**config.mk**
```make
export PLATFORM = sky130hd
export DESIGN_NAME = vga_timing_ctrl
export DESIGN_NICKNAME = d
export VERILOG_FILES = /design/src/rtl/vga_timing_ctrl_pkg.sv /design/src/rtl/counterN_en.sv /design/src/rtl/vga_timing_ctrl.sv
export SDC_FILE = /design/constraint.sdc
export NUM_CORES = 1
export LEC_CHECK = 0
export CAP_MARGIN = 20
export CORE_AREA = 2 2 55 57
export CTS_CLUSTER_SIZE = 10
export DETAILED_ROUTE_END_ITERATION = 6
export DIE_AREA = 0 0 57 59
export HOLD_SLACK_MARGIN = 0.12
export PLACE_DENSITY = 0.82
export SETUP_SLACK_MARGIN = 0.3
export SLEW_MARGIN = 30
export SYNTH_ARGS = -nofsm -noshare
export SYNTH_HDL_FRONTEND = slang
export SYNTH_SLANG_ARGS = --single-unit
```
**constraint.sdc**
```tcl
create_clock -name clk -period 3.2 [get_ports clk]
set_input_delay 0.32 -clock clk [delete_from_list [all_inputs] [get_ports clk]]
set_output_delay 0.32 -clock clk [all_outputs]
set_load 0.02 [all_outputs]
```
**src/rtl/vga_timing_ctrl_pkg.sv**
```systemverilog
// Shared types and default 640x480@60 timing constants for the VGA raster timing block.
package vga_timing_ctrl_pkg;

    localparam int DEF_H_VISIBLE = 640;
    localparam int DEF_H_FRONT   = 16;
    localparam int DEF_H_SYNC    = 96;
    localparam int DEF_H_BACK    = 48;
    localparam int DEF_V_VISIBLE = 480;
    localparam int DEF_V_FRONT   = 10;
    localparam int DEF_V_SYNC    = 2;
    localparam int DEF_V_BACK    = 33;
    localparam int DEF_CLK_DIV   = 2;

    typedef enum logic [1:0] {
        ST_IDLE  = 2'd0,
        ST_RUN   = 2'd1,
        ST_DRAIN = 2'd2
    } state_t;

    // Divider register width; a divide-by-1 still needs a 1-bit register.
    function automatic int div_width(input int n);
        return (n > 1) ? $clog2(n) : 1;
    endfunction

endpackage

```
**src/rtl/counterN_en.sv**
```systemverilog
// Enabled mod-(ULIMIT+1) counter with synchronous clear and asynchronous active-low reset.
module counterN_en #(
    parameter int WIDTH  = 10,
    parameter int ULIMIT = 799
) (
    input  logic             clk,
    input  logic             i_rst_n,
    input  logic             i_sclr,
    input  logic             i_en,
    output logic [WIDTH-1:0] o_cnt
);

    localparam logic [WIDTH-1:0] LIMIT = WIDTH'(ULIMIT);

    logic [WIDTH-1:0] cnt_reg;

    always_ff @(posedge clk or negedge i_rst_n) begin
        if (!i_rst_n) begin
            cnt_reg <= '0;
        end else if (i_sclr) begin
            cnt_reg <= '0;
        end else if (i_en) begin
            cnt_reg <= (cnt_reg == LIMIT) ? '0 : cnt_reg + 1'b1;
        end
    end

    assign o_cnt = cnt_reg;

endmodule

```
**src/rtl/vga_timing_ctrl.sv**
```systemverilog
// VGA raster timing: pixel-tick divider, chained h/v counters, sync/DE decode and a
// run/stop controller that only ever stops on a frame boundary.
module vga_timing_ctrl
    import vga_timing_ctrl_pkg::*;
#(
    parameter int H_VISIBLE = DEF_H_VISIBLE,
    parameter int H_FRONT   = DEF_H_FRONT,
    parameter int H_SYNC    = DEF_H_SYNC,
    parameter int H_BACK    = DEF_H_BACK,
    parameter int V_VISIBLE = DEF_V_VISIBLE,
    parameter int V_FRONT   = DEF_V_FRONT,
    parameter int V_SYNC    = DEF_V_SYNC,
    parameter int V_BACK    = DEF_V_BACK,
    parameter int CLK_DIV   = DEF_CLK_DIV,
    parameter int HW        = 10,
    parameter int VW        = 10
) (
    input  logic          clk,
    input  logic          i_rst_n,
    input  logic          i_run,
    output logic          o_running,
    output logic          o_pix_tick,
    output logic [HW-1:0] o_hcnt,
    output logic [VW-1:0] o_vcnt,
    output logic          o_de,
    output logic          o_hsync,
    output logic          o_vsync,
    output logic          o_line_end,
    output logic          o_frame_end
);

    localparam int H_TOTAL = H_VISIBLE + H_FRONT + H_SYNC + H_BACK;
    localparam int V_TOTAL = V_VISIBLE + V_FRONT + V_SYNC + V_BACK;
    localparam int DW      = div_width(CLK_DIV);

    localparam logic [DW-1:0] DIV_LAST    = DW'(CLK_DIV - 1);
    localparam logic [HW-1:0] H_LAST      = HW'(H_TOTAL - 1);
    localparam logic [VW-1:0] V_LAST      = VW'(V_TOTAL - 1);
    localparam logic [HW-1:0] H_VIS_END   = HW'(H_VISIBLE);
    localparam logic [VW-1:0] V_VIS_END   = VW'(V_VISIBLE);
    localparam logic [HW-1:0] H_SYNC_BEG  = HW'(H_VISIBLE + H_FRONT);
    localparam logic [HW-1:0] H_SYNC_END  = HW'(H_VISIBLE + H_FRONT + H_SYNC);
    localparam logic [VW-1:0] V_SYNC_BEG  = VW'(V_VISIBLE + V_FRONT);
    localparam logic [VW-1:0] V_SYNC_END  = VW'(V_VISIBLE + V_FRONT + V_SYNC);

    state_t          state_reg;
    logic [DW-1:0]   div_reg;
    logic [HW-1:0]   hcnt;
    logic [VW-1:0]   vcnt;
    logic            running;
    logic            pix_tick;
    logic            line_end;
    logic            frame_end;

    assign running   = (state_reg != ST_IDLE);
    assign pix_tick  = running && (div_reg == DIV_LAST);
    assign line_end  = pix_tick && (hcnt == H_LAST);
    assign frame_end = line_end && (vcnt == V_LAST);

    // A stop request drains to the end of the current frame; re-raising run cancels it.
    always_ff @(posedge clk or negedge i_rst_n) begin
        if (!i_rst_n) begin
            state_reg <= ST_IDLE;
        end else begin
            case (state_reg)
                ST_IDLE: begin
                    if (i_run) state_reg <= ST_RUN;
                end
                ST_RUN: begin
                    if (!i_run) state_reg <= frame_end ? ST_IDLE : ST_DRAIN;
                end
                ST_DRAIN: begin
                    if (i_run)          state_reg <= ST_RUN;
                    else if (frame_end) state_reg <= ST_IDLE;
                end
                default: state_reg <= ST_IDLE;
            endcase
        end
    end

    always_ff @(posedge clk or negedge i_rst_n) begin
        if (!i_rst_n) begin
            div_reg <= '0;
        end else if (!running || div_reg == DIV_LAST) begin
            div_reg <= '0;
        end else begin
            div_reg <= div_reg + 1'b1;
        end
    end

    counterN_en #(
        .WIDTH  (HW),
        .ULIMIT (H_TOTAL - 1)
    ) u_hcnt (
        .clk     (clk),
        .i_rst_n (i_rst_n),
        .i_sclr  (!running),
        .i_en    (pix_tick),
        .o_cnt   (hcnt)
    );

    counterN_en #(
        .WIDTH  (VW),
        .ULIMIT (V_TOTAL - 1)
    ) u_vcnt (
        .clk     (clk),
        .i_rst_n (i_rst_n),
        .i_sclr  (!running),
        .i_en    (line_end),
        .o_cnt   (vcnt)
    );

    // Everything is gated by the state so stale counter contents never leak out in IDLE.
    assign o_running   = running;
    assign o_pix_tick  = pix_tick;
    assign o_hcnt      = running ? hcnt : '0;
    assign o_vcnt      = running ? vcnt : '0;
    assign o_de        = running && (hcnt < H_VIS_END) && (vcnt < V_VIS_END);
    assign o_hsync     = !(running && (hcnt >= H_SYNC_BEG) && (hcnt < H_SYNC_END));
    assign o_vsync     = !(running && (vcnt >= V_SYNC_BEG) && (vcnt < V_SYNC_END));
    assign o_line_end  = line_end;
    assign o_frame_end = frame_end;

endmodule

```
==> impl_metrics.env <==
export IMPL_critical_path_arrival_ps=2510
export IMPL_pwr_share_clk_pct=23.3
export IMPL_drc_errors=0
export IMPL_hold_viol=0
export IMPL_wl_per_cell_um=14.9
export IMPL_grt_overflow=0
export IMPL_period_minus_slack_ps=2830
export IMPL_worstPathRequired_ps=2880
export IMPL_start_kind="flip-flop"
export IMPL_max_freq_mhz=353
export IMPL_vdd_drop_max_uv=423
export IMPL_final_cell_mix="clkdlybuf4s50_1, dfrtp_1, nand2_1"
export IMPL_cp_slowest_cell="clkdlybuf4s50_1"
export IMPL_worstMarginPinSlew_ps=721
export IMPL_clkTransAtPathRegs_ps=130
export IMPL_cts_tree="built"
export IMPL_port_buffers=29
export IMPL_ys_flop_type="dfrtp_1"
export IMPL_cts_root_buf="clkbuf_4"
export IMPL_finalPower_uw=578
export IMPL_status="completed"
export IMPL_clkLatencyLatePin_ps=310
export IMPL_synth_seq_area_share_pct=39.3
export IMPL_max_slew_margin_pct=51.3
export IMPL_place_congestion=0.993
export IMPL_switching_share_pct=31.1
export IMPL_crit_type="reg -> out"
export IMPL_critical_path_cell_chain="inv_1, ha_1, nor4bb_1, nand4_1, nor2_1, clkdlybuf4s50_1"
export IMPL_drt_total_wl_um=3400
export IMPL_rows=19
export IMPL_grt_max_degree=24
export IMPL_antennaDiodeCount=0
export IMPL_ant_nets=0
export IMPL_clockBufferDepth=2
export IMPL_async_flop_share_pct=100
export IMPL_critPathMaxStageDelay_ps=630
export IMPL_synth_fp_nets=171
export IMPL_die_h_um=59
export IMPL_cap_violations=0
export IMPL_synth_area_per_cell_um2=8.93
export IMPL_yosys_warnings=0
export IMPL_vias_per_cell=5.87
export IMPL_final_layout_size_suffix_gt1_share_pct=7.61
export IMPL_path_max_fanout=6
export IMPL_drt_pass1_iter_count=4
export IMPL_setup_tns_ps=0
export IMPL_drt_initial_drc_count=59
export IMPL_final_net_count=205
export IMPL_power_leakage_nw=0.745
export IMPL_setup_viol=0
export IMPL_grt_setup_unrepaired="false"
export IMPL_core_um2=2710
export IMPL_initial_core_util_pct=54.0
export IMPL_fin_skew_ps=10.5
export IMPL_dieArea_um2=3360
export IMPL_ios=30
export IMPL_netlist_instances=164
export IMPL_route_vias_total=1338
export IMPL_dpl_cell_area_um2=1740
export IMPL_crit_buf_inv=2
export IMPL_power_density_nw_per_um2=322
export IMPL_comb_power_share_pct=20.9
export IMPL_syn_area_um2=1460
export IMPL_grt_pass1_vias=1206
export IMPL_hpwl_um=2450
export IMPL_final_common_cell="clkdlybuf4s50_1"
export IMPL_fin_area_um2=1800
export IMPL_synthToLayoutAreaGrowth_pct=22.6
export IMPL_grt_total_usage_pct=21.5
export IMPL_dieWidth_um=57
export IMPL_period_share_pct=88.5
export IMPL_end_kind="output pin"
export IMPL_slew_violations=0
export IMPL_antenna_found_initial=0
export IMPL_critical_path_top_delay_family="simple AND/OR/NAND/NOR gates"
export IMPL_synth_seq_cells=23
export IMPL_synth_distinct_cells=42
export IMPL_synth_edff_count=0
export IMPL_htreeDepth=1
export IMPL_p_sw_uw=180
export IMPL_numCtsBuffers=3
export IMPL_p_int_uw=399
export IMPL_cts_sinks=23
export IMPL_grt_pass1_wl_um=5640
export IMPL_seqPwrFrac_pct=55.8
export IMPL_hold_path_class="in -> async"
==> stage by stage <==
stage | hold slack, ps | util [%] | setup WS (ps) | instances
after global placement | 512 | 64.5 | 814 | 221
after detailed placement | 326 | 64.4 | 744 | 221
after CTS | 523 | 65.7 | 385 | 226
after floorplan | 24.4 | - | 1250 | 164
final | 502 | 66.3 | 367 | 228
after global routing | 550 | 66.3 | 252 | 228
==> worst register-to-register path, cell delays in order (launching register included) <==
cell,delay (ps)
dfrtp_1,430
ha_1,230
and4_2,290
nand4_2,170
or3_1,440
mux2_4,310
==> per-layer routing <==
layer	up-vias	wire, um	GRT usage (%)
li1	653	-	-
met3	4	242	3.49
met2	67	1630	33.8
met1	614	1490	30.0
met5	-	0	0
met4	0	31	8.64
==> logic make-up after synthesis <==
family	synth area share, %
simple gates	29.9
xor+xnor	4.79
flops	39.3
fa+ha+maj	3.42
buf+inv	6.58
mux	2.48
compound gates	13.5
==> power groups by stage <==
stage | logic [mW] | clock network [mW] | registers (mW)
finish | 0.121 | 0.135 | 0.322
floorplan | 0.0743 | 0 | 0.324
global placement | 0.118 | 0 | 0.327
CTS | 0.121 | 0.135 | 0.323
global route | 0.133 | 0.145 | 0.326
detailed placement | 0.120 | 0 | 0.328
==> Yosys cell counts, drive strengths merged, types with 2 or more instances <==
master / count / area, um^2
a21oi: 2 / 10.0
a22o: 2 / 17.5
a31oi: 3 / 18.8
a41oi: 3 / 26.3
and2: 13 / 82.6
clkbuf: 2 / 7.51
dfrtp: 23 / 576
ha: 4 / 50.1
inv: 12 / 45.0
mux2: 2 / 26.3
nand2: 18 / 67.6
nand3: 9 / 50.1
nand4: 6 / 43.8
nor2: 15 / 56.3
nor3: 5 / 25.0
nor4: 3 / 18.8
o211ai: 4 / 30.0
o21ai: 9 / 45.0
o31ai: 2 / 15.0
or3: 4 / 25.0
xnor2: 2 / 17.5
xor2: 6 / 52.6
==> path summary, 6_finish.rpt <==
path                                                   from                          end  slack (ps)  depth (start not counted)
worst max-delay path            u_vcnt.o_cnt[0]$_DFFE_PN0P_                  o_frame_end         370                          6
worst min-delay path                                i_rst_n  u_vcnt.o_cnt[0]$_DFFE_PN0P_         500                          2
worst min register to register     state_reg[1]$_DFFE_PN0P_     state_reg[0]$_DFFE_PN0P_         540                          1
min in group clk                   state_reg[1]$_DFFE_PN0P_     state_reg[0]$_DFFE_PN0P_         540                          1
max in group asynchronous                           i_rst_n  u_hcnt.o_cnt[9]$_DFFE_PN0P_        2340                          2
worst max register to register  u_hcnt.o_cnt[1]$_DFFE_PN0P_  u_vcnt.o_cnt[5]$_DFFE_PN0P_        1250                          5
==> cell type report <==
class | instances | area, um^2
inverters | 12 | 45.0
well taps | 31 | 38.8
repair buffers | 33 | 318
clock buffers | 4 | 26.3
flip-flops and latches | 23 | 576
fillers | 244 | 915
multi-input cells | 125 | 792
==> what timing repair did <==
action                                  in CTS  in global routing
hold buffers                                 1                  0
setup buffers                                0                  2
endpoints found under the setup margin       0                  1
gates resized for setup                      0                  0
endpoints found under the hold margin       23                  0
No activity file was read; power rests on OpenSTA's default activity.
